`config.mk`:
```
export PLATFORM = sky130hd
export DESIGN_NAME = uart_cmd_ctrl
export DESIGN_NICKNAME = d
export VERILOG_FILES = /design/src/rtl/uart_cmd_ctrl.sv
export SDC_FILE = /design/constraint.sdc
export NUM_CORES = 1
export LEC_CHECK = 0
export CORE_ASPECT_RATIO = 1.1
export CORE_UTILIZATION = 30
export DETAILED_ROUTE_END_ITERATION = 6
export DONT_BUFFER_PORTS = 1
export PLACE_DENSITY = 0.43
export SLEW_MARGIN = 5
export SYNTH_ARGS = -nofsm -noshare
export SYNTH_HDL_FRONTEND = slang
export SYNTH_SLANG_ARGS = --single-unit
```
`constraint.sdc`:
```
create_clock -name inclk -period 5.06 [get_ports inclk]
set_input_delay 1.012 -clock inclk [delete_from_list [all_inputs] [get_ports inclk]]
set_output_delay 1.012 -clock inclk [all_outputs]
set_load 0.01 [all_outputs]
```
`src/rtl/uart_cmd_ctrl.sv`:
```
// Packet-level command controller: frames cmd/len/payload/chk from the UART receiver,
// executes set-image / get-image and streams a four-byte response to the transmitter.
module uart_cmd_ctrl #(
    parameter int CLOCK      = 50_000_000,
    parameter int BAUD       = 115_200,
    parameter int RX_TIMEOUT = 2
) (
    input  logic       inclk,
    input  logic       reset_n,
    input  logic [7:0] rx_data,
    input  logic       rx_valid,
    output logic [7:0] tx_data,
    output logic       tx_valid,
    input  logic       tx_ready,
    input  logic [1:0] img_cur,
    output logic       img_set_req,
    output logic [1:0] img_set_val,
    input  logic       img_set_ack,
    output logic       busy,
    output logic       err_crc,
    output logic       err_cmd,
    output logic       err_timeout
);

    localparam int TO_CYC = RX_TIMEOUT * 10 * (CLOCK / BAUD);
    localparam int TO_W   = $clog2(TO_CYC + 1);
    // Decision taken one cycle early so the registered pulse lands TO_CYC cycles after the byte.
    localparam logic [TO_W-1:0] TO_LAST = TO_W'(TO_CYC - 2);

    typedef enum logic [3:0] {
        S_IDLE, S_LEN, S_DATA, S_CHK, S_EVAL, S_SETIMG,
        S_R_CMD, S_R_LEN, S_R_DATA, S_R_CHK
    } state_t;

    state_t            state_q;
    logic [7:0]        cmd_q;
    logic [7:0]        len_q;
    logic [7:0]        pay0_q;
    logic [7:0]        sum_q;
    logic [8:0]        cnt_q;
    logic [TO_W-1:0]   to_cnt_q;
    logic              crc_ok_q;
    logic [7:0]        rcmd_q;
    logic [7:0]        rdata_q;
    logic [7:0]        tx_data_q;
    logic              tx_valid_q;
    logic              req_q;
    logic [1:0]        set_val_q;
    logic              busy_q;
    logic              err_crc_q;
    logic              err_cmd_q;
    logic              err_timeout_q;

    logic [7:0]        sum_d;
    logic [8:0]        cnt_d;
    logic [8:0]        pay_len;
    logic [7:0]        resp_chk;

    always_comb begin
        sum_d    = sum_q + rx_data;
        cnt_d    = cnt_q + 9'd1;
        pay_len  = (len_q == 8'd0) ? 9'd256 : {1'b0, len_q};
        resp_chk = ~(rcmd_q + 8'h01 + rdata_q);
    end

    always_ff @(posedge inclk) begin
        if (!reset_n) begin
            state_q       <= S_IDLE;
            cmd_q         <= '0;
            len_q         <= '0;
            pay0_q        <= '0;
            sum_q         <= '0;
            cnt_q         <= '0;
            to_cnt_q      <= '0;
            crc_ok_q      <= 1'b0;
            rcmd_q        <= '0;
            rdata_q       <= '0;
            tx_data_q     <= '0;
            tx_valid_q    <= 1'b0;
            req_q         <= 1'b0;
            set_val_q     <= '0;
            busy_q        <= 1'b0;
            err_crc_q     <= 1'b0;
            err_cmd_q     <= 1'b0;
            err_timeout_q <= 1'b0;
        end else begin
            err_crc_q     <= 1'b0;
            err_cmd_q     <= 1'b0;
            err_timeout_q <= 1'b0;

            case (state_q)
                S_IDLE: begin
                    if (rx_valid) begin
                        cmd_q    <= rx_data;
                        sum_q    <= rx_data;
                        cnt_q    <= '0;
                        to_cnt_q <= '0;
                        busy_q   <= 1'b1;
                        state_q  <= S_LEN;
                    end
                end

                S_LEN, S_DATA, S_CHK: begin
                    if (rx_valid) begin
                        to_cnt_q <= '0;
                        if (state_q == S_LEN) begin
                            len_q   <= rx_data;
                            sum_q   <= sum_d;
                            state_q <= S_DATA;
                        end else if (state_q == S_DATA) begin
                            sum_q <= sum_d;
                            if (cnt_q == 9'd0)
                                pay0_q <= rx_data;
                            cnt_q <= cnt_d;
                            if (cnt_d == pay_len)
                                state_q <= S_CHK;
                        end else begin
                            crc_ok_q <= (rx_data == ~sum_q);
                            state_q  <= S_EVAL;
                        end
                    end else if (to_cnt_q == TO_LAST) begin
                        err_timeout_q <= 1'b1;
                        to_cnt_q      <= '0;
                        busy_q        <= 1'b0;
                        state_q       <= S_IDLE;
                    end else begin
                        to_cnt_q <= to_cnt_q + 1'b1;
                    end
                end

                S_EVAL: begin
                    if (!crc_ok_q) begin
                        err_crc_q <= 1'b1;
                        busy_q    <= 1'b0;
                        state_q   <= S_IDLE;
                    end else if (cmd_q == 8'h53 && len_q == 8'd1) begin
                        set_val_q <= pay0_q[1:0];
                        req_q     <= 1'b1;
                        state_q   <= S_SETIMG;
                    end else if (cmd_q == 8'h43 && len_q == 8'd1) begin
                        rcmd_q     <= 8'h43;
                        rdata_q    <= {6'd0, img_cur};
                        tx_data_q  <= 8'h43;
                        tx_valid_q <= 1'b1;
                        state_q    <= S_R_CMD;
                    end else begin
                        err_cmd_q  <= 1'b1;
                        rcmd_q     <= 8'h45;
                        rdata_q    <= cmd_q;
                        tx_data_q  <= 8'h45;
                        tx_valid_q <= 1'b1;
                        state_q    <= S_R_CMD;
                    end
                end

                S_SETIMG: begin
                    if (img_set_ack) begin
                        req_q      <= 1'b0;
                        rcmd_q     <= 8'h53;
                        rdata_q    <= {6'd0, set_val_q};
                        tx_data_q  <= 8'h53;
                        tx_valid_q <= 1'b1;
                        state_q    <= S_R_CMD;
                    end
                end

                S_R_CMD: begin
                    if (tx_ready) begin
                        tx_data_q <= 8'h01;
                        state_q   <= S_R_LEN;
                    end
                end

                S_R_LEN: begin
                    if (tx_ready) begin
                        tx_data_q <= rdata_q;
                        state_q   <= S_R_DATA;
                    end
                end

                S_R_DATA: begin
                    if (tx_ready) begin
                        tx_data_q <= resp_chk;
                        state_q   <= S_R_CHK;
                    end
                end

                S_R_CHK: begin
                    if (tx_ready) begin
                        tx_valid_q <= 1'b0;
                        busy_q     <= 1'b0;
                        state_q    <= S_IDLE;
                    end
                end

                default: begin
                    busy_q  <= 1'b0;
                    state_q <= S_IDLE;
                end
            endcase
        end
    end

    assign tx_data     = tx_data_q;
    assign tx_valid    = tx_valid_q;
    assign img_set_req = req_q;
    assign img_set_val = set_val_q;
    assign busy        = busy_q;
    assign err_crc     = err_crc_q;
    assign err_cmd     = err_cmd_q;
    assign err_timeout = err_timeout_q;

endmodule

```
==> impl_metrics.ini, run 1 <==
[global_routing]
globalRouteMet1Util_pct = 23.58
busiest_layer = met2
gr-usage-met2_pct = 26.79
grt_pass1_wl_um = 21320
first_global_vias = 3904
antenna_found_initial = 0
grt_max_degree = 69
gr-total-overflow = 0
track_usage_pct = 17.28
met3_usage_pct = 4.239

[finish]
diodes = 0
syn_to_final_growth_pct = 9.423
drive_gt1_share_pct = 6.383
instances_no_fill = 760
layout.nets = 593

[route]
antenna_left = 0
wl_per_cell_um = 17.27
drt_iter0_markers = 211
num_vias = 4082
drcViolationCount = 0
first_pass_iters = 4
vias_per_cell = 5.371
totalWireLength_um = 13120

[timing]
finalSetupTns_ns = 0
timing.final.crit_share_pct = 57.61
finClkSkew_ns = 0.005183
period_minus_slack_ns = 2.915
setup_viol = 0
slew_violations = 0
max_slew.worst_pin.slew_ns = 0.9810
slew_headroom_pct = 34.60
timing.fmax_mhz = 343.1
hold_violations = 0
rsz0062_at_grt = no

[synth]
synth_area_per_cell_sq_um = 7.994
yosysTopAreaCell = dfxtp_1
syn-instance-count = 578
ys_seq_elements = 82
yosysTopAreaCellShare_pct = 35.53
ys.flop_type = dfxtp_1
async_flop_share_pct = 0
yosysSeqAreaShare_pct = 35.53
synth_nets = 611
ys_warn_count = 0
synth-edff-count = 0
syn_area_sq_um = 4621
synth.distinct_cells = 66
synth_area_leaders = dfxtp_1 (36%), nor2_1 (6.7%), a21oi_1 (5.2%), mux2i_1 (5.2%), ha_1 (4.3%)
yosysMostFrequentCell = nor2_1
synth_common_cells = nor2_1 (83), dfxtp_1 (82), nand2_1 (51), a21oi_1 (48)

[critical_path]
r2r-end = tx_data[4]
rr_worst_depth = 6
cp-start-kind = flip-flop
ff2ff_setup_slack_ns = 2.15
reg2reg_from = state_q[1]
critical_path_class = reg -> reg
worstPathMaxFanout = 25
cp_data_arrival_time_ns = 3.15
endpoint_kind = flip-flop
required_ns = 5.30
worstSetupStartpoint = state_q[1]

[die]
die_area_sq_um = 15900
io_pins = 31
row_count = 47
dieWidth_um = 120.3
initial_core_util_pct = 30.69
die_height_um = 132.2
coreArea_sq_um = 15050

[power]
leakage_nw = 1.861
p_per_area_nw_per_um2 = 377.6
peakVddDrop_mv = 0.1553

[clocking]
cts-root-buf = clkbuf_16
ctsHoldBuffers = 0
post_cts_buffers = 0
h-tree-depth = 3
clk_pin_slew_ns = 0.06
cts_max_path_buffers = 2
cts-resized-gates = 0
clock_sinks = 82
clkLatencyLatePin_ns = 0.35
cts_buffers = 9
cts_tree = yes

[run]
maxCapViolCount = 0

[placed_design]
gp_congestion = 0.8149
place_hpwl_um = 9255
place_inst = 745
io_buffers = 0

[worst_hold_path]
whs_endpoint = rcmd_q[2]
hp-class = reg -> reg
min_from = rcmd_q[2]
whs_path_depth = 2

[status]
status = completed
[cell usage in the layout, fill, tap and decap left out, types with 6 or more instances in the layout]
cell type | Yosys | final
nand3b_1 | 9 | 9
nand4_1 | 7 | 7
inv_1 | 15 | 15
o21a_1 | 9 | 9
a21oi_1 | 48 | 48
o21ai_0 | 26 | 26
nor2b_1 | 8 | 8
xnor2_1 | 11 | 11
xor2_1 | 9 | 9
nand3_1 | 18 | 18
a311oi_1 | 6 | 6
ha_1 | 16 | 16
nand2b_1 | 6 | 6
dfxtp_1 | 82 | 82
mux2i_1 | 24 | 24
and3_1 | 8 | 8
nor3_1 | 22 | 22
nand2_1 | 51 | 51
nor2_1 | 83 | 83
o211ai_1 | 6 | 6
clkbuf_16 | 0 | 9
[flip-flops by register name, summed over array words and instances (netlist names)]
signal and count:
cnt_q 9, tx_data 8, state_q 4, err_cmd 1, pay0_q 2, img_set_req 1
err_timeout 1, rdata_q 8, cmd_q 8, crc_ok_q 1, tx_valid 1, busy 1
err_crc 1, to_cnt_q 14, rcmd_q 4, img_set_val 2, len_q 8, sum_q 8
[metal layers]
metal / share of wire [%] / wire, um
met3: 4.2 / 546
met1: 49 / 6444
met2: 46 / 5999
met4: 1.0 / 133
met5: 0 / 0
[critical path, stage by stage, from the launching register on]
cell and delay, ns:
dfxtp_1 0.61, or4b_2 0.94, nand2_1 0.11, a21oi_1 0.08, a31oi_2 0.62, o221ai_1 0.26
o211a_1 0.18
[worst max-delay path by stage]
stage,endpoint,slack (ns),depth (start not counted)
after floorplan,sum_q[7],2.36,7
after global placement,sum_q[2],2.19,5
after detailed placement,sum_q[7],2.15,7
after CTS,tx_data[4],2.14,6
after global routing,to_cnt_q[10],1.90,5
final,tx_data[4],2.15,6
[per-stage QoR]
| step | setup slack [ns] | util [%] | hold WS [ns] | power (mW) | area (sq um) |
|---|---|---|---|---|---|
| 4_1_cts | 2.137 | 33.59 | 0.4722 | 1.931 | 5056 |
| 3_5_place_dp | 2.151 | 31.63 | 0.4635 | 1.254 | 4762 |
| 2_1_floorplan | 2.361 | - | 0.4406 | 1.133 | 4621 |
| 6_report | 2.145 | 33.59 | 0.4679 | 1.909 | 5056 |
| 3_3_place_gp | 2.187 | 31.63 | 0.4628 | 1.251 | 4762 |
| 5_1_grt | 1.900 | 33.59 | 0.5084 | 2.030 | 5056 |
[cells by family after synthesis]
logic type	count (synthesis)	share of synthesized area (%)
and+or+nand+nor	244	26.29
AOI/OAI and AO/OA	141	19.71
DFF	82	35.53
buffers and inverters	48	4.034
muxes	25	5.443
xor gates and xnor gates	20	3.791
adders and majority gates	18	5.199
[where the power goes]
part | switching [mW] | total (mW) | leakage, nW | internal [mW]
Clock | 0.276 | 0.667 | 0.140 | 0.391
Combinational | 0.301 | 0.486 | 1.06 | 0.185
Sequential | 0.0644 | 0.756 | 0.665 | 0.692
[layout make-up]
type	count	area [sq um]
clock inverter	5	55.05
tap	196	245.2
sequential	82	1642
clock buffer	10	239.0
multi-input combinational	448	2793
timing repair buffer	3	22.52
inverter	16	60.06
fill	1643	9998
Power figures use the tool's default switching activity.
==> run 2, diff against run 1 <==
- PLACE_DENSITY: 0.43 -> 0.44
- clock period: 5.06 -> 2.35 ns (I/O delays scaled with it)
==> impl_metrics.ini, run 2 (same netlist as run 1, synthesis figures left out) <==
[clocking]
cts_max_path_buffers = 2
clk_pin_slew_ns = 0.07
cts-root-buf = clkbuf_16
clock_sinks = 82
cts_tree = yes
h-tree-depth = 3
ctsHoldBuffers = 0
cts_buffers = 9
clkLatencyLatePin_ns = 0.35
post_cts_buffers = 0
cts-resized-gates = 0

[worst_hold_path]
hp-class = in -> reg

[placed_design]
place_area_sq_um = 5025
pre_cts_ws_ns = 0.07043
place_inst = 780
gp_congestion = 0.8496
place_hpwl_um = 9932
io_buffers = 0

[timing]
finalSetupTns_ns = 0
timing.final.crit_share_pct = 92.55
whs_ns = 0.2516
slew_headroom_pct = 64.79
layout_setup_ws_ns = 0.1751
rsz0062_at_grt = no
hold_violations = 0
period_minus_slack_ns = 2.175
max_slew.worst_pin.slew_ns = 0.5266
timing.fmax_mhz = 459.8
setup_viol = 0
finClkSkew_ns = 0.009245
slew_violations = 0

[die]
coreArea_sq_um = 15050
die_height_um = 132.2
row_count = 47
initial_core_util_pct = 30.69
io_pins = 31
die_area_sq_um = 15900
dieWidth_um = 120.3

[finish]
instances_no_fill = 796
most-common-layout-cells = nor2_1 (83), dfxtp_1 (82), nand2_1 (51), a21oi_1 (48), buf_4 (38)
multi_input_area_sq_um = 2793
syn_to_final_growth_pct = 15.35
seqCellArea_sq_um = 1642
stdcell_area_sq_um = 5330
largest-register = to_cnt_q
drive_gt1_share_pct = 12.00
fin_util_pct = 35.41
diodes = 0
nFillCells = 1628
layout.nets = 628
largest_reg_flops = 14
mostFrequentLayoutCell = nor2_1
reg_top3 = to_cnt_q x14, cnt_q x9

[critical_path]
required_ns = 2.58
r2r-end = rdata_q[6]
crit_slowest_cell = or4_1
crit_chain = or4_1 -> or4_1 -> nor2_1 -> nor2_1 -> nand3_1 -> a21oi_1
reg2reg_from = len_q[2]
worstSetupStartpoint = len_q[2]
endpoint_kind = flip-flop
critical_path_class = reg -> reg
cp.depth = 6
cp_data_arrival_time_ns = 2.40
rr_worst_depth = 6
ff2ff_setup_slack_ns = 0.18
cp.buffers_inverters = 0
cp-start-kind = flip-flop
cpLargestDelayFamily = simple AND/OR/NAND/NOR gates
critPathCapture = rdata_q[6]
worstPathMaxFanout = 4
critPathMaxStageDelay_ns = 0.60

[run]
maxCapViolCount = 0

[route]
antenna_left = 0
wl_per_cell_um = 17.19
totalWireLength_um = 13680
first_pass_iters = 4
drcViolationCount = 0
num_vias = 4242
drt_iter0_markers = 290
vias_per_cell = 5.329

[power]
peakVddDrop_mv = 0.4408
power_mw = 4.265
leakage_nw = 2.047
p_per_area_nw_per_um2 = 800.1

[global_routing]
first_global_vias = 4068
grt_pass1_wl_um = 22240
gr-total-overflow = 0
antenna_found_initial = 0
grt_max_degree = 42
track_usage_pct = 17.99

[status]
status = completed
[run 2: metal layers]
layer  vias to the layer above  share of wire (%)  global-route usage [%]
met5                         -                  0                       0
met4                         0                1.2                   8.093
met3                         9                4.2                   3.460
met2                        74                 47                   28.10
met1                      2045                 47                   23.90
li1                       2114                  -                       -
[run 2: worst min-delay path by stage]
stage | start | end | slack, ns | depth (start not counted)
after detailed placement | rcmd_q[2] | rcmd_q[2] | 0.47 | 2
final | reset_n | tx_data[4] | 0.25 | 1
after CTS | reset_n | tx_data[4] | 0.24 | 1
after global routing | reset_n | sum_q[7] | 0.25 | 1
after floorplan | rcmd_q[2] | rcmd_q[2] | 0.44 | 2
after global placement | sum_q[1] | sum_q[1] | 0.47 | 2
[run 2: cell type report]
type                            count  area share, %
Timing Repair Buffer               38          5.352
Tap cell                          196          4.601
Inverter                           16          1.127
Clock buffer                       10          4.484
Sequential cell                    82          30.80
Clock inverter                      6          1.244
Multi-Input combinational cell    448          52.39
[run 2: power breakdown]
part	total [mW]	switching [mW]	internal, mW
clock	1.47	0.616	0.855
sequential	1.58	0.0891	1.49
combinational	1.22	0.710	0.505
